### config.mk
export PLATFORM = sky130hd
export DESIGN_NAME = dmem_arbiter_ctrl
export DESIGN_NICKNAME = d
export VERILOG_FILES = /design/src/rtl/dmem_arbiter_ctrl.sv
export SDC_FILE = /design/constraint.sdc
export NUM_CORES = 1
export LEC_CHECK = 0
export CAP_MARGIN = 20
export CELL_PAD_IN_SITES_DETAIL_PLACEMENT = 1
export CELL_PAD_IN_SITES_GLOBAL_PLACEMENT = 1
export CORE_MARGIN = 2
export CORE_UTILIZATION = 32
export DETAILED_ROUTE_END_ITERATION = 12
export GPL_ROUTABILITY_DRIVEN = 0
export PLACE_DENSITY_LB_ADDON = 0.1
export SLEW_MARGIN = 20
export SYNTH_ARGS = -nofsm -noshare
export SYNTH_HDL_FRONTEND = slang
export SYNTH_SLANG_ARGS = --single-unit
### constraint.sdc
create_clock -name clk -period 2.8 [get_ports clk]
set_input_delay 0.42 -clock clk [delete_from_list [all_inputs] [get_ports clk]]
set_output_delay 0.42 -clock clk [all_outputs]
set_load 0.02 [all_outputs]
### src/rtl/dmem_arbiter_ctrl.sv
// dmem_arbiter_ctrl: round-robin two-requester arbiter and access sequencer for a 64-bit single-port data memory
// Ports: clk/rst_n clock and async active-low reset; req_* per-requester load/store requests (packed [i*64 +: 64]);
// rsp_* one-cycle response pulse, formatted load data and fault flag; mem_* synchronous memory port (read data next cycle).
module dmem_arbiter_ctrl #(
    parameter int DMEM_DEPTH = 1024,
    parameter int IDX_W      = $clog2(DMEM_DEPTH)
) (
    input  logic             clk,
    input  logic             rst_n,
    input  logic [1:0]       req_valid,
    output logic [1:0]       req_ready,
    input  logic [1:0]       req_we,
    input  logic [127:0]     req_addr,
    input  logic [127:0]     req_wdata,
    input  logic [3:0]       req_size,
    input  logic [1:0]       req_unsigned,
    output logic [1:0]       rsp_valid,
    output logic [63:0]      rsp_rdata,
    output logic             rsp_err,
    output logic             mem_en,
    output logic             mem_we,
    output logic [IDX_W-1:0] mem_addr,
    output logic [63:0]      mem_wdata,
    output logic [7:0]       mem_wstrb,
    input  logic [63:0]      mem_rdata
);
    typedef enum logic [1:0] {IDLE, ISSUE, RDATA, RESP} state_t;
    state_t      state;
    logic        last_grant, id, we, uns, gid, g_we, g_uns, err;
    logic [1:0]  size, sz;
    logic [2:0]  off;
    logic [7:0]  mask;
    logic [63:0] a, wd, sh, fmt;
    // on a tie the requester that did not win last time is granted
    assign gid   = &req_valid ? ~last_grant : req_valid[1];
    assign req_ready = (state == IDLE && rst_n) ? {gid, ~gid} & req_valid : 2'b00;
    assign a     = gid ? req_addr[127:64]  : req_addr[63:0];
    assign wd    = gid ? req_wdata[127:64] : req_wdata[63:0];
    assign sz    = gid ? req_size[3:2]     : req_size[1:0];
    assign g_we  = gid ? req_we[1]         : req_we[0];
    assign g_uns = gid ? req_unsigned[1]   : req_unsigned[0];
    assign err   = (sz == 2'd1 && a[0]) || (sz == 2'd2 && |a[1:0]) || (sz == 2'd3 && |a[2:0]) ||
                   a[63:3] >= 61'(DMEM_DEPTH);
    assign mask  = sz == 2'd0 ? 8'h01 : sz == 2'd1 ? 8'h03 : sz == 2'd2 ? 8'h0F : 8'hFF;
    assign sh    = mem_rdata >> {off, 3'b000};
    assign fmt   = size == 2'd0 ? {{56{~uns & sh[7]}},  sh[7:0]}  :
                   size == 2'd1 ? {{48{~uns & sh[15]}}, sh[15:0]} :
                   size == 2'd2 ? {{32{~uns & sh[31]}}, sh[31:0]} : sh;
    always_ff @(posedge clk or negedge rst_n) begin
        if (!rst_n) begin
            state      <= IDLE;
            last_grant <= 1'b1;
            id         <= 1'b0;
            we         <= 1'b0;
            uns        <= 1'b0;
            size       <= 2'd0;
            off        <= 3'd0;
            rsp_valid  <= 2'b00;
            rsp_rdata  <= '0;
            rsp_err    <= 1'b0;
            mem_en     <= 1'b0;
            mem_we     <= 1'b0;
            mem_addr   <= '0;
            mem_wdata  <= '0;
            mem_wstrb  <= 8'h00;
        end else begin
            case (state)
                IDLE: if (|req_valid) begin
                    id         <= gid;
                    last_grant <= gid;
                    we         <= g_we;
                    uns        <= g_uns;
                    size       <= sz;
                    off        <= a[2:0];
                    if (err) begin
                        state     <= RESP;
                        rsp_valid <= {gid, ~gid};
                        rsp_err   <= 1'b1;
                    end else begin
                        state     <= ISSUE;
                        mem_en    <= 1'b1;
                        mem_we    <= g_we;
                        mem_addr  <= a[IDX_W+2:3];
                        mem_wstrb <= g_we ? mask << a[2:0] : 8'h00;
                        mem_wdata <= g_we ? wd << {a[2:0], 3'b000} : '0;
                    end
                end
                ISSUE: begin
                    mem_en    <= 1'b0;
                    mem_we    <= 1'b0;
                    mem_addr  <= '0;
                    mem_wdata <= '0;
                    mem_wstrb <= 8'h00;
                    state     <= we ? RESP : RDATA;
                    rsp_valid <= we ? {id, ~id} : 2'b00;
                end
                RDATA: begin
                    state     <= RESP;
                    rsp_valid <= {id, ~id};
                    rsp_rdata <= fmt;
                end
                RESP: begin
                    state     <= IDLE;
                    rsp_valid <= 2'b00;
                    rsp_rdata <= '0;
                    rsp_err   <= 1'b0;
                end
                default: state <= IDLE;
            endcase
        end
    end
endmodule

# ---- After elaboration in Yosys (flattened, before gate mapping)
# Index checks and enable logic that the tools add are counted.
dict set report op_classes {
  shift 3
  muxes 42
  n_reduce_logical 21
  n_bitwise 8
  eq_ne 11
  order_cmp 1
}
# cell count
set op_table {}
lappend op_table {{$mux 64} 8}
lappend op_table {{$pmux 64 s2} 2}
lappend op_table {{$shl 64x6->64} 1}
lappend op_table {{$shr 64x6->64} 1}
lappend op_table {{$ge 61x11->1 const B} 1}
lappend op_table {{$mux 8} 6}
lappend op_table {{$mux 10} 2}
lappend op_table {{$pmux 10 s2} 1}
lappend op_table {{$pmux 2 s4} 2}
lappend op_table {{$pmux 8 s2} 1}
lappend op_table {{$mux 2} 7}
lappend op_table {{$eq 2x2->1 const B} 5}
lappend op_table {{$mux 1} 10}
lappend op_table {{$shl 8x3->8} 1}
lappend op_table {{$eq 2x1->1 const B} 3}
lappend op_table {{$logic_not 2->1} 3}
lappend op_table {{$pmux 1 s2} 3}
lappend op_table {{$reduce_and 2->1} 3}
lappend op_table {{$reduce_and 3->1} 2}
lappend op_table {{$reduce_bool 2->1} 3}
lappend op_table {{$logic_and 1x1->1} 4}
lappend op_table {{$ne 2x2->1 const B} 2}
lappend op_table {{$not 1->1} 4}
lappend op_table {{$reduce_or 2->1} 2}
lappend op_table {{other kinds (5)} 9}
dict set report word_totals {
  out_inout_bits 153
  wordCells 101
  register_bits 162
  input_bits 332
}

# ---- Longest topological paths before layout
# Gate-level depths: netlist of run 1.
dict set report depth {
  depth_word 12
  mapped_depth 11
  mapped_depth_nobuf 8
}

# ---- Worst setup path before layout of run 1
# Ideal clock, no wire load.
dict set report synth_timing {
  path_type {in2reg}
  from {input port req_addr[25]}
  to {register mem_wdata[14]}
  arrival_time_ns 2.330
  setup_time_ns 0.075
  path_slack_ns 0.396
  path_buffers 1
  cell_stages 7
  required_time_ns 2.725
  path_cell_list {or4_4 -> nor3_2 -> a31oi_2 -> a211o_1 -> or4_4 -> buf_6 -> o2bb2ai_4}
}
dict set report synth_via {
  elab_chain_cells 5
}
# item line_no
set synth_lines {}
lappend synth_lines {{from (decl)} 13} ;# input logic [127:0] req_addr,
lappend synth_lines {{$mux 64} 37} ;# assign a = gid ? req_addr[127:64] : req_addr[63:0];
lappend synth_lines {{$ge 61x11->1} 43} ;# a[63:3] >= 61'(DMEM_DEPTH);
lappend synth_lines {{$logic_or 1x1->1} 42} ;# assign err = (sz == 2'd1 && a[0]) || (sz == 2'd2 && |a[1:0]) || (sz == 2'd3 && |a[2:0]) ||
lappend synth_lines {{$ne 2x2->1 (no line)} --}
lappend synth_lines {{$reduce_and 3->1 (no line)} --}
lappend synth_lines {{to (signal assigned)} 85} ;# mem_wdata <= g_we ? wd << {a[2:0], 3'b000} : '0;
lappend synth_lines {{to (decl)} 23} ;# output logic [63:0] mem_wdata,
# Every way passes these cells.
# A chain may end at the register's enable or synchronous reset.

# ---- Final worst setup path of run 1
dict set report layout_timing {
  from {register state[1]}
  to {output port req_ready[0]}
}
dict set report layout_via {
  elab_chain_cells 3
}
# item line_no
set layout_lines {}
lappend layout_lines {{from (decl)} 28} ;# state_t state;
lappend layout_lines {{from (signal assigned)} 94} ;# state <= we ? RESP : RDATA;
lappend layout_lines {{$logic_not 2->1} 36} ;# assign req_ready = (state == IDLE && rst_n) ? {gid, ~gid} & req_valid : 2'b00;
lappend layout_lines {{$logic_and 1x1->1} 36}
lappend layout_lines {{$mux 2} 36}
lappend layout_lines {{to (decl)} 11} ;# output logic [1:0] req_ready,
# Every way passes these cells.

==> impl_metrics.yaml, run 1 <==
timing:
  slew_headroom_pct: 49.24
  period_share_pct: 93.53
  maxSlewViolCount: 0
  rsz0062_at_grt: "false"
  timing.final.crit_period_ns: 2.619
  worstMarginPinSlew_ns: 0.7614
  setup_violations: 0
  fmax_ghz: 0.3819
  finalClockSkew_ns: 0.01417
  hold_viol: 0
  setup_slack_ns: 0.1812
cts:
  cts_buffers: 17
  cts_sinks: 162
  post_cts_resized: 0
  post-cts-setup-buffers: 0
  htree_levels: 4
  clkTransAtPathRegs_ns: 0.08
  clock_latency_ns: 0.45
  cts_tree: "built"
  cts-root-buf: "clkbuf_16"
  postCtsHoldBufs: 0
  cts_buffer_depth: 2
route:
  ant_nets: 0
  wl_per_cell_um: 24.71
  via_per_inst: 5.625
  totalWireLength_mm: 56.06
  first_iter_violations: 691
  vias: 12760
  drc: 0
  firstDrtPassIters: 5
worst_setup_path:
  path_class: "reg -> out"
  endpoint_kind: "output port"
  critPathArrivalTime_ns: 2.20
  critPathMaxFanout: 9
  cp-start-kind: "register"
  cp.required_ns: 2.38
  reg2reg_setup_slack_ns: 0.20
cells_and_area:
  fill_cells: 4092
  final_common_cell: "clkdlybuf4s50_1"
  finalNonFillerCells: 2269
  synthToLayoutAreaGrowth_pct: 57.57
  final_cell_mix: "clkdlybuf4s50_1 (481), dfrtp_1 (159), nand2_1 (149)"
  final_util_pct: 51.14
  regArea_um2: 4058
  drive_gt1_share_pct: 11.63
  multi_input_area_um2: 6948
  fin_nets: 2129
power:
  power_frac_clock_pct: 17.8
  power.leakage_uw: 0.007521
  power_frac_seq_pct: 23.7
  combPwrFrac_pct: 58.5
  p_per_area_nw_per_um2: 745.0
  intPower_uw: 7544
  vdd_drop_max_mv: 0.4729
  power.switching_uw: 6007
  p_sw_share_pct: 44.33
die:
  start_util_pct: 32.46
  rows: 69
  die_area_um2: 37610
  die_w_um: 193.9
  fp.dieH_um: 193.9
  placeableCoreArea_um2: 35570
  pin_count: 485
place:
  dp_slack_ns: -0.1430
  port_buffers: 484
  dp_hpwl_mm: 44.10
  placed_cells: 2235
global_route:
  track_usage_pct: 29.49
  grt_pass1_vias: 13710
  use_met2_pct: 51.12
  antenna_found_initial: 8
  grt_pass1_wl_mm: 85.70
  use_met3_pct: 7.062
  grt_max_degree: 128
  use_met1_pct: 35.68
  grt-ovfl-total: 0
  grt.busiest_layer: "met2"
yosys:
  synth_area_leaders: "dfrtp_1 (35%), mux2i_1 (12%), a211oi_1 (5.7%), nand2_1 (4.8%), a22o_1 (4.2%)"
  ys_ff_latch: 162
  synth.distinct_cells: 63
  synth_warnings: 0
  synth-seq-area-share_pct: 35.13
  synth_edf_count: 0
  syn_area_um2: 11540
  synth_nets: 1635
  yosys.area.top_type_share_pct: 34.90
  syn_area_per_cell_um2: 8.887
  syn_inst: 1299
  synth-async-reset-ratio_pct: 100.0
  yosysTopAreaCell: "dfrtp_1"
  ys.flop_type: "dfrtp_1"
outcome:
  outcome: "complete, no violations"
flow_run:
  maxCapViolCount: 0
min_path:
  hp-class: "in -> async"
==> per-layer routing <==
layer / vias to the layer above / wire (µm)
li1: 5866 / -
met1: 6362 / 23020
met2: 443 / 27610
met3: 83 / 3514
met4: 10 / 1850
met5: - / 69
==> kinds of logic (layout without fill, tap and decap cells) <==
family,after synthesis,in the layout,synth area share (%)
AOI/OAI and AO/OA,464,464,28.61
and+or+nand+nor,360,360,14.97
muxes,165,165,15.63
DFF,162,162,35.13
buffers and inverters,143,650,5.159
adders and majority gates,4,4,0.4335
xor gates and xnor gates,1,1,0.07588
other,0,2,0
==> worst max-delay path: stages, from the launching register on <==
cell and delay (ns):
dfrtp_1 0.40, inv_1 0.13, ha_1 0.37, nand3_1 0.13, nor2_1 0.10, clkdlybuf4s50_1 0.63
==> per-stage QoR <==
step                hold slack, ns  setup TNS (ns)  area [µm²]  power [µW]
global placement            0.4595          -2.234       17600       10970
finish                     0.06331               0       18190       13550
global route               0.08460               0       18190       14370
floorplan                   0.1244               0       11540        7655
detailed placement          0.4678          -3.638       17600       11120
CTS                        0.07128               0       18190       13580
==> cell usage after synthesis, types with 10 or more instances <==
library cell and count:
nor4_1 20, nand3_1 14, a21o_1 10, buf_2 26, mux2_2 22, o21ai_0 95
buf_1 16, dfrtp_1 161, a31oi_1 10, o211ai_1 23, nor2_1 64, o32ai_1 14
inv_1 20, nor2b_1 72, nand2_1 149, clkbuf_1 74, a21oi_1 92, a22o_1 56
a32o_1 18, a211oi_1 87, a221o_1 11, mux2i_1 133, a221oi_1 11
==> flip-flops by register name, indices dropped and copies added, names as in the netlist <==
signal,cells
mem_we,1
rsp_rdata,64
we,1
uns,1
off,3
state,2
rsp_err,1
mem_en,1
mem_addr,10
rsp_valid,2
id,1
last_grant,1
mem_wstrb,8
size,2
mem_wdata,64
==> layout make-up <==
cell class | instances | area share (%)
Tap cell | 461 | 3.171
Multi-Input combinational cell | 994 | 38.19
Timing Repair Buffer | 597 | 32.65
Clock inverter | 13 | 0.7841
Antenna cell | 2 | 0.02751
Inverter | 21 | 0.4333
Clock buffer | 19 | 2.435
Sequential cell | 162 | 22.31
==> power groups by stage <==
stage / combinational [µW] / sequential [µW] / clock, µW
final: 7930 / 3210 / 2410
after CTS: 7920 / 3210 / 2450
after global routing: 8560 / 3280 / 2540
after global placement: 7730 / 3240 / 0
after floorplan: 4080 / 3570 / 0
after detailed placement: 7860 / 3260 / 0
==> final timing paths <==
check,startpoint,to,cells past startpoint
min reg2reg,rsp_rdata[31]$_DFFE_PN0P_,rsp_rdata[31]$_DFFE_PN0P_,1
max,state[1]$_DFFE_PN0P_,req_ready[0],5
max reg2reg,last_grant$_DFFE_PN1P_,mem_wdata[50]$_DFFE_PN0P_,8
min in group clk,rsp_rdata[31]$_DFFE_PN0P_,rsp_rdata[31]$_DFFE_PN0P_,1
min,rst_n,mem_wstrb[3]$_DFFE_PN0P_,2
max in group asynchronous,rst_n,mem_wdata[14]$_DFFE_PN0P_,2
(Power assumes the default switching activity.)
==> inputs of run 2 (changes only) <==
--- a/config.mk
+++ b/config.mk
@@ -8,11 +8,12 @@
 export CAP_MARGIN = 20
 export CELL_PAD_IN_SITES_DETAIL_PLACEMENT = 1
 export CELL_PAD_IN_SITES_GLOBAL_PLACEMENT = 1
-export CORE_MARGIN = 2
+export CORE_MARGIN = 4
 export CORE_UTILIZATION = 32
 export DETAILED_ROUTE_END_ITERATION = 12
 export GPL_ROUTABILITY_DRIVEN = 0
 export PLACE_DENSITY_LB_ADDON = 0.1
+export REMOVE_ABC_BUFFERS = 1
 export SLEW_MARGIN = 20
 export SYNTH_ARGS = -nofsm -noshare
 export SYNTH_HDL_FRONTEND = slang
==> run 2 against run 1 <==
Compared with the run above: worst hold slack gained 0.38 ns; total power down 1.6%; sequential power about the same; sequential share of layout area up 0.12 points; clock skew increased by 0.0029 ns; final cell count fell by 0.18%; flip-flop and latch count did not move; cell area down 0.47%; critical path type is now in -> reg; clock power is 7% lower; clock-buffer cell count stayed put; fmax decreased by 0.49%.
==> impl_metrics.yaml, run 2 (synthesis gave the netlist of run 1 again) <==
cts:
  cts_sinks: 162
  clkTransAtPathRegs_ns: 0.07
  cts_buffers: 17
  htree_levels: 4
  clock_latency_ns: 0.44
  cts_tree: "built"
  cts_buffer_depth: 2
  cts-root-buf: "clkbuf_16"
route:
  vias: 12550
  firstDrtPassIters: 5
  ant_nets: 0
  wl_per_cell_um: 23.16
  first_iter_violations: 594
  drc: 0
  totalWireLength_mm: 52.45
  via_per_inst: 5.539
cells_and_area:
  multi_input_area_um2: 6957
  final_common_cell: "clkdlybuf4s50_1"
  fin_nets: 2127
  top_regs: "mem_wdata (64), rsp_rdata (64), mem_addr (10)"
  final_util_pct: 50.90
  drive_gt1_share_pct: 11.54
  regArea_um2: 4060
  synthToLayoutAreaGrowth_pct: 56.83
  fill_cells: 4094
  final_cell_mix: "clkdlybuf4s50_1 (481), dfrtp_1 (159), nand2_1 (149)"
  finalNonFillerCells: 2265
worst_setup_path:
  cp-start-kind: "input pin"
  cp.required_ns: 3.15
  endpoint_kind: "register"
  critPathMaxFanout: 8
  critPathArrivalTime_ns: 2.98
  path_class: "in -> reg"
timing:
  setup_violations: 0
  worstMarginPinSlew_ns: 0.8632
  timing.final.crit_period_ns: 2.632
  rsz0062_at_grt: "false"
  maxSlewViolCount: 0
  finalClockSkew_ns: 0.01705
  setup_slack_ns: 0.1683
  fmax_ghz: 0.3800
  slew_headroom_pct: 42.24
  period_share_pct: 93.99
  hold_viol: 0
place:
  placed_cells: 2232
  dp_hpwl_mm: 40.20
  port_buffers: 484
  dp_slack_ns: -0.4433
power:
  vdd_drop_max_mv: 0.5027
  power.total_uw: 13330
  power.leakage_uw: 0.007463
  p_per_area_nw_per_um2: 736.3
global_route:
  grt_pass1_wl_mm: 79.38
  antenna_found_initial: 0
  grt_max_degree: 138
  track_usage_pct: 25.82
  grt_pass1_vias: 13330
  grt-ovfl-total: 0
min_path:
  hp-class: "in -> async"
die:
  die_area_um2: 39180
  placeableCoreArea_um2: 35570
  die_w_um: 197.9
  rows: 69
  fp.dieH_um: 197.9
  pin_count: 485
  start_util_pct: 32.46
outcome:
  outcome: "complete, no violations"
flow_run:
  maxCapViolCount: 0
==> run 2: area by class of cell <==
type	count	share of cell area, %
Clock buffer	19	2.446
Multi-Input combinational cell	994	38.42
Antenna cell	1	0.01382
Tap cell	461	3.186
Timing Repair Buffer	595	32.53
Sequential cell	162	22.42
Clock inverter	12	0.5459
Inverter	21	0.4354
==> run 2: critical path, stage by stage <==
cell	delay, ns
clkdlybuf4s50_1	0.40
nor4_1	0.29
buf_4	0.15
and4_1	0.18
nand3_1	0.20
a211o_1	0.47
or4_4	0.69
o2bb2ai_2	0.17
==> run 2: what timing repair did <==
action | in CTS | in global routing
hold endpoints to repair | 25 | 0
buffers inserted | 0 | 0
setup endpoints to repair | 13 | 0
gates resized for setup | 1 | 0
hold buffers | 1 | 0
==> run 2: per-layer routing <==
metal  track usage [%]  up-vias  share of wire [%]
met5                 0        -                  0
met4             7.116        0                2.3
met3             5.717       55                6.8
met2             44.40      377                 49
met1             32.79     6235                 42
li1                  -     5879                  -
==> run 2: power breakdown <==
| group | switching [µW] | total, µW | internal, µW | leakage, µW |
|---|---|---|---|---|
| sequential | 356 | 3200 | 2840 | 0.00218 |
| clock | 1080 | 2250 | 1170 | 0.000249 |
| combinational | 4460 | 7890 | 3420 | 0.00504 |
==> run 2: path summary, 6_finish.rpt <==
kind / to / slack (ns) / startpoint / depth (start not counted)
min in group clk: rsp_rdata[19]$_DFFE_PN0P_ / 0.48 / rsp_rdata[19]$_DFFE_PN0P_ / 2
hold reg to reg: rsp_rdata[19]$_DFFE_PN0P_ / 0.48 / rsp_rdata[19]$_DFFE_PN0P_ / 2
hold / removal: mem_addr[5]$_DFFE_PN0P_ / 0.44 / rst_n / 2
max in group asynchronous: off[0]$_DFFE_PN0P_ / 1.22 / rst_n / 3
setup reg to reg: rsp_rdata[3]$_DFFE_PN0P_ / 0.21 / off[0]$_DFFE_PN0P_ / 5
setup / recovery: mem_wdata[9]$_DFFE_PN0P_ / 0.17 / req_addr[119] / 8
==> run 2: metrics by stage <==
| stage | TNS [ns] | hold WS [ns] | cell area, µm² |
|---|---|---|---|
| 2_1_floorplan | -229.77 | 0.1244 | 11030 |
| 3_3_place_gp | -11.25 | 0.3158 | 17550 |
| 3_5_place_dp | -18.43 | 0.3197 | 17550 |
| 4_1_cts | 0 | 0.4341 | 18100 |
| 5_1_grt | 0 | 0.4504 | 18100 |
| 6_report | 0 | 0.4385 | 18110 |
